===== config.mk =====
export PLATFORM = sky130hd
export DESIGN_NAME = fpu_issue_ctrl_flat
export DESIGN_NICKNAME = d
export VERILOG_FILES = /design/src/rtl/fpu_issue_ctrl_if.sv /design/src/rtl/fpu_issue_ctrl.sv /design/src/flat_wrapper.sv
export SDC_FILE = /design/constraint.sdc
export NUM_CORES = 1
export LEC_CHECK = 0
export ABC_AREA = 1
export CORE_ASPECT_RATIO = 0.6
export CORE_MARGIN = 2
export CORE_UTILIZATION = 31
export CTS_CLUSTER_DIAMETER = 40
export DETAILED_ROUTE_END_ITERATION = 10
export PLACE_DENSITY_LB_ADDON = 0.2
export SLEW_MARGIN = 20
export SYNTH_ARGS = -nofsm -noshare
export SYNTH_HDL_FRONTEND = slang
export SYNTH_SLANG_ARGS = --single-unit

===== constraint.sdc =====
create_clock -name clk -period 1.9 [get_ports clk]
set_input_delay 0.38 -clock clk [delete_from_list [all_inputs] [get_ports clk]]
set_output_delay 0.38 -clock clk [all_outputs]
set_load 0.01 [all_outputs]

===== src/rtl/fpu_issue_ctrl_if.sv =====
// Handshake/bus bundle between the EX stage and the FPU issue controller.
// master = EX side (drives the op), slave = controller.
interface fpu_issue_ctrl_if;
    logic       op_valid;
    logic [4:0] op_sel;
    logic [4:0] op_rd;
    logic       flush;
    logic       fpu_start;
    logic [4:0] fpu_sel;
    logic       stall;
    logic       busy;
    logic       wb_valid;
    logic [4:0] wb_rd;
    logic       wb_int;
    logic       illegal_op;

    modport master (
        output op_valid, op_sel, op_rd, flush,
        input  fpu_start, fpu_sel, stall, busy,
        input  wb_valid, wb_rd, wb_int, illegal_op
    );

    modport slave (
        input  op_valid, op_sel, op_rd, flush,
        output fpu_start, fpu_sel, stall, busy,
        output wb_valid, wb_rd, wb_int, illegal_op
    );
endinterface


===== src/rtl/fpu_issue_ctrl.sv =====
// Issue/sequencing controller for the shared multi-cycle FPU.
// Optional FPU_PERF_CNT_EN adds a 32-bit stall-cycle counter port.
module fpu_issue_ctrl #(
    parameter int unsigned ADD_LAT = 3,
    parameter int unsigned MUL_LAT = 4,
    parameter int unsigned CVT_LAT = 2
) (
    input  logic               clk,
    input  logic               rst_n,
    fpu_issue_ctrl_if.slave    bus
`ifdef FPU_PERF_CNT_EN
    ,
    output logic [31:0]        perf_stall_cnt
`endif
);

    typedef enum logic [1:0] {
        S_IDLE,
        S_EXEC,
        S_WB
    } state_t;

    state_t     r_state;
    logic [3:0] r_cnt;
    logic       r_fpu_start;
    logic [4:0] r_sel;
    logic [4:0] r_rd;
    logic       r_int;
    logic       r_wb_valid;
    logic       r_illegal;

    logic       w_legal;
    logic       w_can;
    logic       w_accept;
    logic [3:0] w_lat;
    logic       w_int;
    logic       w_is_add;
    logic       w_is_mul;
    logic       w_is_cvt;

    // Decode the incoming op: legality, latency and target regfile.
    always_comb begin
        w_legal  = (bus.op_sel >= 5'd4) && (bus.op_sel <= 5'd15);
        w_can    = (r_state == S_IDLE) || (r_state == S_WB);
        w_accept = w_can && bus.op_valid && w_legal && !bus.flush;
        w_is_add = (bus.op_sel == 5'd4) || (bus.op_sel == 5'd5);
        w_is_mul = (bus.op_sel == 5'd6);
        w_is_cvt = (bus.op_sel == 5'd14) || (bus.op_sel == 5'd15);
        w_lat    = 4'd1;
        unique case (1'b1)
            w_is_add: w_lat = 4'(ADD_LAT);
            w_is_mul: w_lat = 4'(MUL_LAT);
            w_is_cvt: w_lat = 4'(CVT_LAT);
            default:  w_lat = 4'd1;
        endcase
        w_int = (bus.op_sel == 5'd9)  ||
                (bus.op_sel == 5'd10) ||
                (bus.op_sel == 5'd11) ||
                (bus.op_sel == 5'd13) ||
                (bus.op_sel == 5'd15);
    end

    // Main FSM with registered start/writeback/illegal strobes.
    always_ff @(posedge clk or negedge rst_n) begin
        if (!rst_n) begin
            r_state     <= S_IDLE;
            r_cnt       <= 4'd0;
            r_fpu_start <= 1'b0;
            r_sel       <= 5'd0;
            r_rd        <= 5'd0;
            r_int       <= 1'b0;
            r_wb_valid  <= 1'b0;
            r_illegal   <= 1'b0;
        end else begin
            r_fpu_start <= 1'b0;
            r_wb_valid  <= 1'b0;
            r_illegal   <= w_can && bus.op_valid && !w_legal;
            case (r_state)
                S_IDLE, S_WB: begin
                    if (w_accept) begin
                        r_sel       <= bus.op_sel;
                        r_rd        <= bus.op_rd;
                        r_int       <= w_int;
                        r_cnt       <= w_lat - 4'd1;
                        r_fpu_start <= 1'b1;
                        r_state     <= S_EXEC;
                    end else begin
                        r_state     <= S_IDLE;
                    end
                end
                S_EXEC: begin
                    if (bus.flush) begin
                        r_state    <= S_IDLE;
                    end else if (r_cnt == 4'd0) begin
                        r_state    <= S_WB;
                        r_wb_valid <= 1'b1;
                    end else begin
                        r_cnt      <= r_cnt - 4'd1;
                    end
                end
                default: r_state <= S_IDLE;
            endcase
        end
    end

    assign bus.stall      = w_accept || (r_state == S_EXEC);
    assign bus.busy       = (r_state != S_IDLE);
    assign bus.fpu_start  = r_fpu_start;
    assign bus.fpu_sel    = r_sel;
    assign bus.wb_valid   = r_wb_valid;
    assign bus.wb_rd      = r_rd;
    assign bus.wb_int     = r_int;
    assign bus.illegal_op = r_illegal;

`ifdef FPU_PERF_CNT_EN
    logic [31:0] r_perf;

    // Count every cycle the pipeline is held; wraps naturally.
    always_ff @(posedge clk or negedge rst_n) begin
        if (!rst_n) begin
            r_perf <= 32'd0;
        end else if (bus.stall) begin
            r_perf <= r_perf + 32'd1;
        end
    end

    assign perf_stall_cnt = r_perf;
`endif

endmodule


===== src/flat_wrapper.sv =====
// flat-port wrapper written by rule: the top's interface ports become plain ports
module fpu_issue_ctrl_flat 
#(
    parameter int unsigned ADD_LAT = 3,
    parameter int unsigned MUL_LAT = 4,
    parameter int unsigned CVT_LAT = 2
)
  (clk, rst_n, bus_op_valid, bus_op_sel, bus_op_rd, bus_flush, bus_fpu_start, bus_fpu_sel, bus_stall, bus_busy, bus_wb_valid, bus_wb_rd, bus_wb_int, bus_illegal_op);
  fpu_issue_ctrl_if bus_i ();
  input  logic clk;
  input  logic rst_n;
  input wire logic [$bits(bus_i.op_valid)-1:0] bus_op_valid;
  input wire logic [$bits(bus_i.op_sel)-1:0] bus_op_sel;
  input wire logic [$bits(bus_i.op_rd)-1:0] bus_op_rd;
  input wire logic [$bits(bus_i.flush)-1:0] bus_flush;
  output wire logic [$bits(bus_i.fpu_start)-1:0] bus_fpu_start;
  output wire logic [$bits(bus_i.fpu_sel)-1:0] bus_fpu_sel;
  output wire logic [$bits(bus_i.stall)-1:0] bus_stall;
  output wire logic [$bits(bus_i.busy)-1:0] bus_busy;
  output wire logic [$bits(bus_i.wb_valid)-1:0] bus_wb_valid;
  output wire logic [$bits(bus_i.wb_rd)-1:0] bus_wb_rd;
  output wire logic [$bits(bus_i.wb_int)-1:0] bus_wb_int;
  output wire logic [$bits(bus_i.illegal_op)-1:0] bus_illegal_op;
  assign bus_i.op_valid = bus_op_valid;
  assign bus_i.op_sel = bus_op_sel;
  assign bus_i.op_rd = bus_op_rd;
  assign bus_i.flush = bus_flush;
  assign bus_fpu_start = bus_i.fpu_start;
  assign bus_fpu_sel = bus_i.fpu_sel;
  assign bus_stall = bus_i.stall;
  assign bus_busy = bus_i.busy;
  assign bus_wb_valid = bus_i.wb_valid;
  assign bus_wb_rd = bus_i.wb_rd;
  assign bus_wb_int = bus_i.wb_int;
  assign bus_illegal_op = bus_i.illegal_op;
  fpu_issue_ctrl #(.ADD_LAT(ADD_LAT), .MUL_LAT(MUL_LAT), .CVT_LAT(CVT_LAT)) u_core (.clk(clk), .rst_n(rst_n), .bus(bus_i));
endmodule

# Word-level counts from Yosys, hierarchy flattened
# Cells that the tools add are included.
# W data, S select, Z words.
# totals
input_bits,14
ram_bits,0
out_inout_bits,16
latchBits,0
mem_count,0
wordCells,63
reg_bits,20
rom_bits,0
# op_classes
shift,0
muxes,14
n_addsub,2
n_reduce_logical,22
eq_ne,15
n_bitwise,0
order_cmp,2
mul,0
n_div,0
# ops
cell,count
$eq A5 B4 Y1 const B,6
$eq A5 B3 Y1 const B,3
$mux W4,3
$pmux W3 S3,1
$logic_or A1 B1 Y1,8
$pmux W4 S2,1
$sub A4 B1 Y4 const B,2
$mux W1,6
$ge A5 B3 Y1 const B,1
$le A5 B4 Y1 const B,1
$logic_and A1 B1 Y1,5
$logic_not A4 Y1,1
$mux W2,2
$ne A2 B2 Y1 const B,2
$pmux W2 S2,1
$reduce_and A4 Y1,1
$reduce_bool A2 Y1,2
$ne A3 B2 Y1 const B,1
$eq A2 B1 Y1 const B,1
$eq A2 B2 Y1 const B,1
$logic_not A1 Y1,2
$logic_not A2 Y1,1
$ne A2 B1 Y1 const B,1
$reduce_and A2 Y1,1
$reduce_or A2 Y1,1

# Depth between registers and ports, before layout
# Gate-level depths: netlist of run 1.
# depth
ltp_word,7
mapped_depth,11
mapped_depth_nobuf,11

# Worst setup path after synthesis of run 1
# No wires, ideal clock.
# synth_path
path_type,register -> output
start,register u_core.r_state[0]
end,output bus_stall
path_buffers,1
required_ns,1.520
setup_slack_ns,0.511
path_stages_with_launch,7
arrival_time_ns,1.009
cell_sequence,dfrtp_1 -> inv_2 -> nand2_1 -> nor2_1 -> nand2_4 -> buf_6 -> nand2_1
# synth_between
elab_chain_cells,6
elab_cells_between_ends,8
cone_classes,2 x eq/ne; 6 x reduce/logical
# synth_rtl
item,line_no,text
start: declaration,fpu_issue_ctrl.sv:23,state_t r_state;
start signal: assignment,fpu_issue_ctrl.sv:66,r_state <= S_IDLE;
start signal: assignment,fpu_issue_ctrl.sv:86,r_state <= S_EXEC;
start signal: assignment,fpu_issue_ctrl.sv:88,r_state <= S_IDLE;
$eq A2 B2 Y1 or $logic_not A2 Y1 (tied branches),fpu_issue_ctrl.sv:44,w_can = (r_state == S_IDLE) || (r_state == S_WB);
$logic_or A1 B1 Y1,fpu_issue_ctrl.sv:44,
$logic_and A1 B1 Y1 (3 in series),fpu_issue_ctrl.sv:45,w_accept = w_can && bus.op_valid && w_legal && !bus.flush;
$logic_or A1 B1 Y1 *,fpu_issue_ctrl.sv:106,assign bus.stall = w_accept || (r_state == S_EXEC);
end: declaration,flat_wrapper.sv:18,output wire logic [$bits(bus_i.stall)-1:0] bus_stall;
# Every way passes the cells marked *; elsewhere a longest branch is shown, timed or not.

# Worst setup path after layout of run 1
# layout_path
start,input bus_op_sel[2]
end,output bus_stall
# layout_between
elab_chain_cells,5
elab_cells_between_ends,6
cone_classes,2 x order compare; 4 x reduce/logical
# layout_rtl
item,line_no,text
start: declaration,flat_wrapper.sv:13,input wire logic [$bits(bus_i.op_sel)-1:0] bus_op_sel;
$ge A5 B3 Y1 or $le A5 B4 Y1 (tied branches),fpu_issue_ctrl.sv:43,w_legal = (bus.op_sel >= 5'd4) && (bus.op_sel <= 5'd15);
$logic_and A1 B1 Y1 *,fpu_issue_ctrl.sv:43,
$logic_and A1 B1 Y1 * (2 in series),fpu_issue_ctrl.sv:45,
$logic_or A1 B1 Y1 *,fpu_issue_ctrl.sv:106,
# Marks and branches as above.

==> reports/results.tsv, run 1 <==
metric	value	unit
status	finished clean	
Int Pwr	867.5	µW
most frequent cells in the layout	38 x nand2_1, 27 x clkdlybuf4s50_1, 20 x dfrtp_1	
CP Cell Sequence	clkdlybuf4s50_1 > inv_2 > o21ai_4 > nand2_4 > nand2_1 > clkdlybuf4s15_1	
non-filler cells, final	189	
Critical Path Stages	6	
slowest CP cell	clkdlybuf4s50_1	
Initial Util	0.3201	
Clk pwr share	0.216	
Root Driver	clkbuf_8	
vias in the first global route	738	
post-CTS setup buffer count	0	
Total Wirelength	1.954	mm
Final WS setup	68.68	ps
Data required, critical path	1520	ps
DPL Wire Length	1.493	mm
Max Root-Sink Buffers	2	
dpl ws	-265.5	ps
fmax	546.1	MHz
register share of total power	0.451	
max-slew violation count	0	
initial antenna violation count	0	
number of synthesized register bits	20	
peak fanout along the critical path	2	
# placed instances	186	
pin count of the biggest net entering global routing	21	
synthesized area per cell	8.558	µm²
Largest stage delay, worst path	500	ps
CTS tree	yes	
arrival time at the worst endpoint	1450	ps
RePlAce Congestion	0.8209	
Layout fillers	275	
core area	2834	µm²
vias per cell	4.206	
row count	15	
I/O pins	30	
Fin Setup TNS	0	ps
All-Layer GR Usage	0.1309	
Final #Nets	164	
Pwr Density	911.3	nW/µm²
cells after synthesis	106	
1st-iter DRT viols	29	
Max transition margin	0.8223	
ant diodes	0	
FF-to-FF setup slack	550	ps
mapped cell area	907.1	µm²
first-pass GRT wire length	3.243	mm
drt drc	0	
worst vdd ir	0.0004611	V
CTS Hold Bufs	0	
type of the worst setup path	input pin to output port	
die height	45.90	µm
clk_skew	1.672	ps
Die ar.	3389	µm²
Mapped Nets	121	
NetSw	375.4	µW
max-cap violations	0	
Hold WS	456.4	ps
LEAKAGE	0.0006891	µW
Ys Warns	0	
post-route ant nets	0	
Post-CTS Resized	3	
Buffers & Inverters on Critical Path	3	
Critical R2R Launch	u_core.r_state[1]	
synth unique cells	19	
wire per inst	10.34	µm
Pre-antenna DRT Iters	3	
htree depth	1	
TritonCTS buffer count	3	
# port buffers	29	
clk_lat worst skew	250	ps
grt total ovfl	0	
Worst path top cell family by delay	buffers and inverters	
Final Util	0.4812	
Worst R2R End	u_core.r_cnt[2]	
die span in x	73.84	µm
Worst Hold Class	input pin to async pin	
Clock transition at path regs	70	ps
P&R area growth vs syn	50.35	%
CTS Sinks	20	
most common cell after layout, fill and taps aside	nand2_1	
fin crit period	1831	ps
Critical Path Source Type	input pin	
worst reg-to-reg path cell count	9	
Setup-failing EPs final	0	
Sw Share	0.3020	
Critical Path End Type	output port	
RSZ-0062 raised after global routing	false	
Final Cycle Share	0.9639	
share of cells above drive strength 1	0.1769	
Final Hold Viols	0	
Logic pwr share	0.333	
via count	795	
Worst Tran Pin Value	263.8	ps
Seq/Total Area, Yosys	0.5517	
state kept, by name, indices dropped and copies added (netlist names):
signal,cells
u_core.bus.fpu_sel,5
u_core.bus.wb_rd,5
u_core.r_cnt,4
u_core.r_state,2
u_core.bus.fpu_start,1
u_core.bus.illegal_op,1
u_core.bus.wb_int,1
u_core.bus.wb_valid,1
worst max path at each step:
stage | from | to | slack (ps)
global route | bus_op_sel[2] | bus_stall | 9
global placement | bus_op_sel[2] | bus_stall | -250
finish | bus_op_sel[2] | bus_stall | 70
detailed placement | bus_op_sel[2] | bus_stall | -270
CTS | bus_op_sel[2] | bus_stall | 30
floorplan | u_core.r_state[0] | bus_stall | 510
power by group through the flow:
stage,clock network [µW],registers [µW],logic (µW)
CTS,286,561,419
floorplan,0,590,173
finish,269,560,414
detailed placement,0,568,417
global placement,0,568,414
global route,299,569,462
synth_stat cells:
master | number | area, µm²
o21ai_2 | 2 | 17.52
nand3_1 | 6 | 30.03
inv_2 | 4 | 15.01
nand2_1 | 38 | 142.6
ha_1 | 1 | 12.51
o211ai_1 | 1 | 7.510
a21oi_1 | 2 | 10.01
buf_6 | 1 | 11.26
dfrtp_1 | 20 | 500.5
nor2_4 | 1 | 11.26
nand4_1 | 1 | 6.260
o31ai_1 | 1 | 7.510
nand2_4 | 2 | 22.52
inv_1 | 9 | 33.78
nand2_2 | 2 | 12.51
nor2_1 | 8 | 30.03
o21ai_0 | 4 | 20.02
nor3_1 | 2 | 10.01
nor2_2 | 1 | 6.260
area by class of cell:
class                      count  area (µm²)  area share
sequential                    20       500.5      0.3670
inverter                      13       48.80     0.03578
timing repair buffer          39       364.1      0.2670
tap                           42       52.55     0.03853
multi-input combinational     72       356.6      0.2615
clock buffer                   3       41.29     0.03028
stage by stage:
step,area (µm²),power [µW]
CTS,1360,1266
global placement,1314,981.9
global route,1364,1330
finish,1364,1243
floorplan,907.1,762.9
detailed placement,1314,985.0
cell families after synthesis:
family / Yosys count / synth area share
buf+inv: 14 / 0.06620
flops: 20 / 0.5517
simple gates: 61 / 0.2993
compound gates: 10 / 0.06898
fa+ha+maj: 1 / 0.01379
metal layers:
layer,global-route usage,part of all wire
met3,0.04204,0.052
met2,0.1821,0.39
met1,0.1943,0.55
met5,0,0
met4,0.03273,0.0061
No activity file was read; power rests on OpenSTA's default activity.
==> inputs of run 2 (changes only) <==
--- a/config.mk
+++ b/config.mk
@@ -11,8 +11,8 @@
 export CORE_UTILIZATION = 31
 export CTS_CLUSTER_DIAMETER = 40
 export DETAILED_ROUTE_END_ITERATION = 10
+export GPL_TIMING_DRIVEN = 0
 export PLACE_DENSITY_LB_ADDON = 0.2
-export SLEW_MARGIN = 20
 export SYNTH_ARGS = -nofsm -noshare
 export SYNTH_HDL_FRONTEND = slang
 export SYNTH_SLANG_ARGS = --single-unit
==> run 2 against run 1 <==
- combinational power down 4%
- via count down 4.0%
- cell count down 3.7%
- register-to-register slack worse by 30 ps
- critical path type unchanged
- critical endpoint unchanged
- largest cell class unchanged
- largest power group unchanged
- highest routed layer unchanged
==> reports/results.tsv, run 2 (synthesis gave the netlist of run 1 again) <==
metric	value	unit	change
Pre-antenna DRT Iters	4		was 3
grt total ovfl	0		unchanged
wire per inst	10.80	µm	was 10.34 µm
slowest CP cell	clkdlybuf4s50_1		unchanged
Final Cycle Share	0.9620		was 0.9639
dpl ws	-607.1	ps	was -265.5 ps
Worst Hold Class	flop to flop		was input pin to async pin
Die ar.	3389	µm²	unchanged
die span in x	73.84	µm	unchanged
row count	15		unchanged
All-Layer GR Usage	0.1379		was 0.1309
placed inst area	1250	µm²	was 1314 µm²
type of the worst setup path	input pin to output port		unchanged
arrival time at the worst endpoint	1450	ps	about the same
# port buffers	29		unchanged
Max Root-Sink Buffers	2		unchanged
Final Util	0.4645		was 0.4812
Max transition margin	0.4099		was 0.8223
1st-iter DRT viols	43		was 29
max-cap violations	0		unchanged
Initial Util	0.3201		unchanged
initial antenna violation count	0		unchanged
die height	45.90	µm	unchanged
ant diodes	0		unchanged
first-pass GRT wire length	3.353	mm	was 3.243 mm
htree depth	1		unchanged
DPL Wire Length	1.483	mm	was 1.493 mm
max-slew violation count	0		unchanged
post-route ant nets	0		unchanged
I/O pins	30		unchanged
RSZ-0062 raised after global routing	false		unchanged
fmax	547.1	MHz	was 546.1 MHz
vias per cell	4.192		was 4.206
clk_lat worst skew	260	ps	was 250 ps
via count	763		was 795
Clock transition at path regs	70	ps	about the same
vias in the first global route	744		was 738
Pwr Density	974.0	nW/µm²	was 911.3 nW/µm²
most frequent cells in the layout	37 x nand2_1, 25 x clkdlybuf4s50_1, 20 x dfrtp_1		was 38 x nand2_1, 27 x clkdlybuf4s50_1, 20 x dfrtp_1
CTS Sinks	20		unchanged
status	finished clean		unchanged
post-route cell area	1316	µm²	was 1364 µm²
drt drc	0		unchanged
Root Driver	clkbuf_8		unchanged
Final WS setup	72.12	ps	was 68.68 ps
TritonCTS buffer count	3		unchanged
Worst Tran Pin Value	882.3	ps	was 263.8 ps
Final Hold Viols	0		unchanged
pin count of the biggest net entering global routing	21		unchanged
core area	2834	µm²	unchanged
most common cell after layout, fill and taps aside	nand2_1		unchanged
fin crit period	1828	ps	was 1831 ps
Critical Path Source Type	input pin		unchanged
CP Cell Sequence	clkdlybuf4s50_1 > nand2_2 > nor2_2 > nand2_4 > buf_6 > nand2_1 > buf_2		was clkdlybuf4s50_1 > inv_2 > o21ai_4 > nand2_4 > nand2_1 > clkdlybuf4s15_1
Setup-failing EPs final	0		unchanged
Final #Nets	156		was 164
Largest stage delay, worst path	480	ps	was 500 ps
LEAKAGE	0.0006623	µW	was 0.0006891 µW
worst vdd ir	0.0004743	V	was 0.0004611 V
CTS tree	yes		unchanged
share of cells above drive strength 1	0.1500		was 0.1769
Total Wirelength	1.966	mm	was 1.954 mm
clk_skew	1.240	ps	was 1.672 ps
Hold WS	480.6	ps	was 456.4 ps
RePlAce Congestion	0.7865		was 0.8209
Critical Path End Type	output port		unchanged
Layout fillers	276		was 275
Data required, critical path	1520	ps	about the same
peak fanout along the critical path	10		was 2
P&R area growth vs syn	45.10	%	was 50.35%
==> run 2: routing by layer <==
metal  share of wire  global-route usage  vias to the layer above
li1                -                   -                      396
met1            0.54              0.1856                      344
met2            0.38              0.1929                       18
met3           0.056             0.05531                        5
met4           0.020             0.06545                        0
met5               0                   0                        -
==> run 2: worst max-delay path, delay by kind of cell <==
family        cells  cell delay, ps
buf+inv           3             740
simple gates      4             320
==> run 2: what timing repair did <==
item / CTS / global route
resized for setup: 9 / 1
endpoints found under the setup margin: 1 / 1
hold buffers: 0 / 0
setup buffers: 1 / 0
pin swaps: 1 / 1
==> run 2: stage by stage <==
step / setup TNS (ps) / cells / total power, µW
after floorplan: 0 / 106 / 762.9
after global placement: -608.3 / 177 / 963.1
after detailed placement: -607.1 / 177 / 969.9
after CTS: 0 / 182 / 1295
after global routing: 0 / 182 / 1370
final: 0 / 182 / 1282
==> run 2: cell type report <==
class / count / area, µm² / area share
multi-input cells: 72 / 359.1 / 0.2728
repair buffers: 30 / 289.0 / 0.2196
flip-flops and latches: 20 / 500.5 / 0.3802
inverters: 13 / 48.80 / 0.03707
well taps: 42 / 52.55 / 0.03992
plain buffers: 1 / 11.26 / 0.008555
clock buffers: 4 / 55.05 / 0.04183
==> run 2: final timing paths <==
kind,start,to,slack [ps],cells after the start
worst max-delay path,bus_op_valid,bus_stall,70,7
min in group asynchronous,rst_n,u_core.bus.illegal_op,620,1
worst min-delay path,u_core.bus.wb_rd[0],u_core.bus.wb_rd[0],480,2
worst max register to register,u_core.r_state[1],u_core.r_cnt[2],520,9
max in group asynchronous,rst_n,u_core.r_cnt[3],740,1
worst min register to register,u_core.bus.wb_rd[0],u_core.bus.wb_rd[0],480,2
==> run 2: where the power goes <==
part           leakage [µW]  internal [µW]  switching [µW]  total (µW)
Sequential         0.000259            513            49.4         562
Clock             0.0000288            184             136         320
Combinational      0.000374            197             202         399
==> inputs of run 3 (changes only) <==
--- a/config.mk
+++ b/config.mk
@@ -7,7 +7,6 @@
 export LEC_CHECK = 0
 export ABC_AREA = 1
 export CORE_ASPECT_RATIO = 0.6
-export CORE_MARGIN = 2
 export CORE_UTILIZATION = 31
 export CTS_CLUSTER_DIAMETER = 40
 export DETAILED_ROUTE_END_ITERATION = 10
==> run 3 against run 2 <==
- critical path depth down 1
- sequential power about the same
- fmax down 0.11%
- utilization rose by 3.7 points
- first-iteration DRC count rose by 21%
- sequential share of layout area hardly changed
- power grew 8.2%
- flip-flop and latch count did not move
- largest power group unchanged
- highest routed layer unchanged
==> reports/results.tsv, run 3 (synthesis gave the netlist of run 1 again) <==
metric	value	unit	change
All-Layer GR Usage	0.1506		was 0.1379
Max transition margin	0.3938		was 0.4099
Die ar.	3154	µm²	was 3389 µm²
LEAKAGE	0.0006693	µW	was 0.0006623 µW
P&R area growth vs syn	45.24	%	was 45.10%
die height	43.90	µm	was 45.90 µm
Worst Tran Pin Value	906.4	ps	was 882.3 ps
Worst Hold Class	flop to flop		unchanged
most frequent cells in the layout	38 x nand2_1, 25 x clkdlybuf4s50_1, 20 x dfrtp_1		was 37 x nand2_1, 25 x clkdlybuf4s50_1, 20 x dfrtp_1
Initial Util	0.3452		was 0.3201
worst vdd ir	0.0006013	V	was 0.0004743 V
Pre-antenna DRT Iters	4		unchanged
Critical Path Source Type	input pin		unchanged
placed inst area	1237	µm²	was 1250 µm²
Root Driver	clkbuf_8		unchanged
arrival time at the worst endpoint	1450	ps	about the same
Final Cycle Share	0.9631		was 0.9620
fin crit period	1830	ps	was 1828 ps
CTS tree	yes		unchanged
Final #Nets	156		unchanged
CP Cell Sequence	clkdlybuf4s50_1 > nor2_2 > nand2_4 > buf_6 > nand2_1 > buf_2		was clkdlybuf4s50_1 > nand2_2 > nor2_2 > nand2_4 > buf_6 > nand2_1 > buf_2
post-route cell area	1318	µm²	was 1316 µm²
Setup-failing EPs final	0		unchanged
initial antenna violation count	0		unchanged
RePlAce Congestion	0.7643		was 0.7865
# port buffers	29		unchanged
die span in x	71.84	µm	was 73.84 µm
row count	14		was 15
Max Root-Sink Buffers	2		unchanged
status	finished clean		unchanged
worst reg-to-reg path cell count	9		unchanged
# placed instances	167		was 177
via count	784		was 763
clk_lat worst skew	260	ps	about the same
drt drc	0		unchanged
ant diodes	0		unchanged
CTS Sinks	20		unchanged
total chip power	1387	µW	was 1282 µW
non-filler cells, final	172		was 182
type of the worst setup path	input pin to output port		unchanged
DPL Wire Length	1.518	mm	was 1.483 mm
pin count of the biggest net entering global routing	21		unchanged
Critical Path Stages	6		was 7
wire per inst	11.72	µm	was 10.80 µm
TritonCTS buffer count	3		unchanged
fmax	546.5	MHz	was 547.1 MHz
Total Wirelength	2.016	mm	was 1.966 mm
peak fanout along the critical path	10		unchanged
RSZ-0062 raised after global routing	false		unchanged
Data required, critical path	1520	ps	about the same
vias per cell	4.558		was 4.192
Pwr Density	1053	nW/µm²	was 974.0 nW/µm²
Hold Path Depth	2		unchanged
share of cells above drive strength 1	0.1429		was 0.1500
1st-iter DRT viols	52		was 43
max-slew violation count	0		unchanged
CTS Hold Bufs	0		unchanged
FF-to-FF setup slack	540	ps	was 520 ps
Worst path top cell family by delay	buffers and inverters		unchanged
vias in the first global route	738		was 744
htree depth	1		unchanged
grt total ovfl	0		unchanged
Buffers & Inverters on Critical Path	3		unchanged
most common cell after layout, fill and taps aside	nand2_1		unchanged
clk_skew	2.546	ps	was 1.240 ps
core area	2628	µm²	was 2834 µm²
Clock transition at path regs	70	ps	about the same
Critical Path End Type	output port		unchanged
post-route ant nets	0		unchanged
first-pass GRT wire length	3.470	mm	was 3.353 mm
Final Hold Viols	0		unchanged
Final Util	0.5014		was 0.4645
Largest stage delay, worst path	500	ps	was 480 ps
I/O pins	30		unchanged
slowest CP cell	clkdlybuf4s50_1		unchanged
max-cap violations	0		unchanged
run 3: cell count changes in the layout (fill, tap and decap cells not counted):
cell,previous run,this run
nand2_1,37,38
nand2_2,3,2
clkbuf_8,4,3
bufinv_16,0,1
run 3: layout make-up:
| type | instances | area [µm²] |
|---|---|---|
| Inverter | 13 | 48.80 |
| Fill cell | 244 | 1310 |
| Tap cell | 32 | 40.04 |
| Timing Repair Buffer | 30 | 289.0 |
| Sequential cell | 20 | 500.5 |
| Clock buffer | 3 | 41.29 |
| Buffer | 1 | 11.26 |
| Multi-Input combinational cell | 72 | 356.6 |
| Clock inverter | 1 | 30.03 |
run 3: worst register-to-register path, delay by kind of cell, from the launching register on:
| family | cells | cell delay (ps) |
|---|---|---|
| fa+ha+maj | 1 | 220 |
| buf+inv | 2 | 160 |
| flops | 1 | 410 |
| simple gates | 6 | 480 |
run 3: power breakdown:
part / internal (µW) / total, µW / switching [µW]
registers: 513 / 560 / 47.3
logic: 197 / 396 / 199
clock network: 281 / 431 / 150
run 3: worst paths after layout:
path | from | end
max in group asynchronous | rst_n | u_core.r_cnt[0]
max | bus_flush | bus_stall
min in group asynchronous | rst_n | u_core.bus.wb_rd[3]
max reg2reg | u_core.r_state[1] | u_core.r_cnt[2]
min reg2reg | u_core.bus.wb_rd[2] | u_core.bus.wb_rd[2]
min | u_core.bus.wb_rd[2] | u_core.bus.wb_rd[2]
run 3: per-layer routing:
| layer | vias to the layer above | share of wire | GRT usage |
|---|---|---|---|
| li1 | 404 | - | - |
| met1 | 357 | 0.53 | 0.2137 |
| met2 | 21 | 0.39 | 0.2113 |
| met3 | 2 | 0.069 | 0.06512 |
| met4 | 0 | 0.0064 | 0.03529 |
| met5 | - | 0 | 0 |
run 3: through the flow:
step | TNS (ps) | setup WS (ps) | hold slack (ps)
6_report | 0 | 70.19 | 481.2
5_1_grt | 0 | 12.12 | 510.3
4_1_cts | 0 | 50.02 | 485.2
3_5_place_dp | -624.4 | -624.4 | 465.2
3_3_place_gp | -586.7 | -586.7 | 462.1
2_1_floorplan | 0 | 511.0 | 84.41
run 3: what timing repair did:
action	in CTS	in global routing
pin swaps	2	1
endpoints found under the setup margin	1	1
gates resized for setup	9	0
setup buffers	1	0
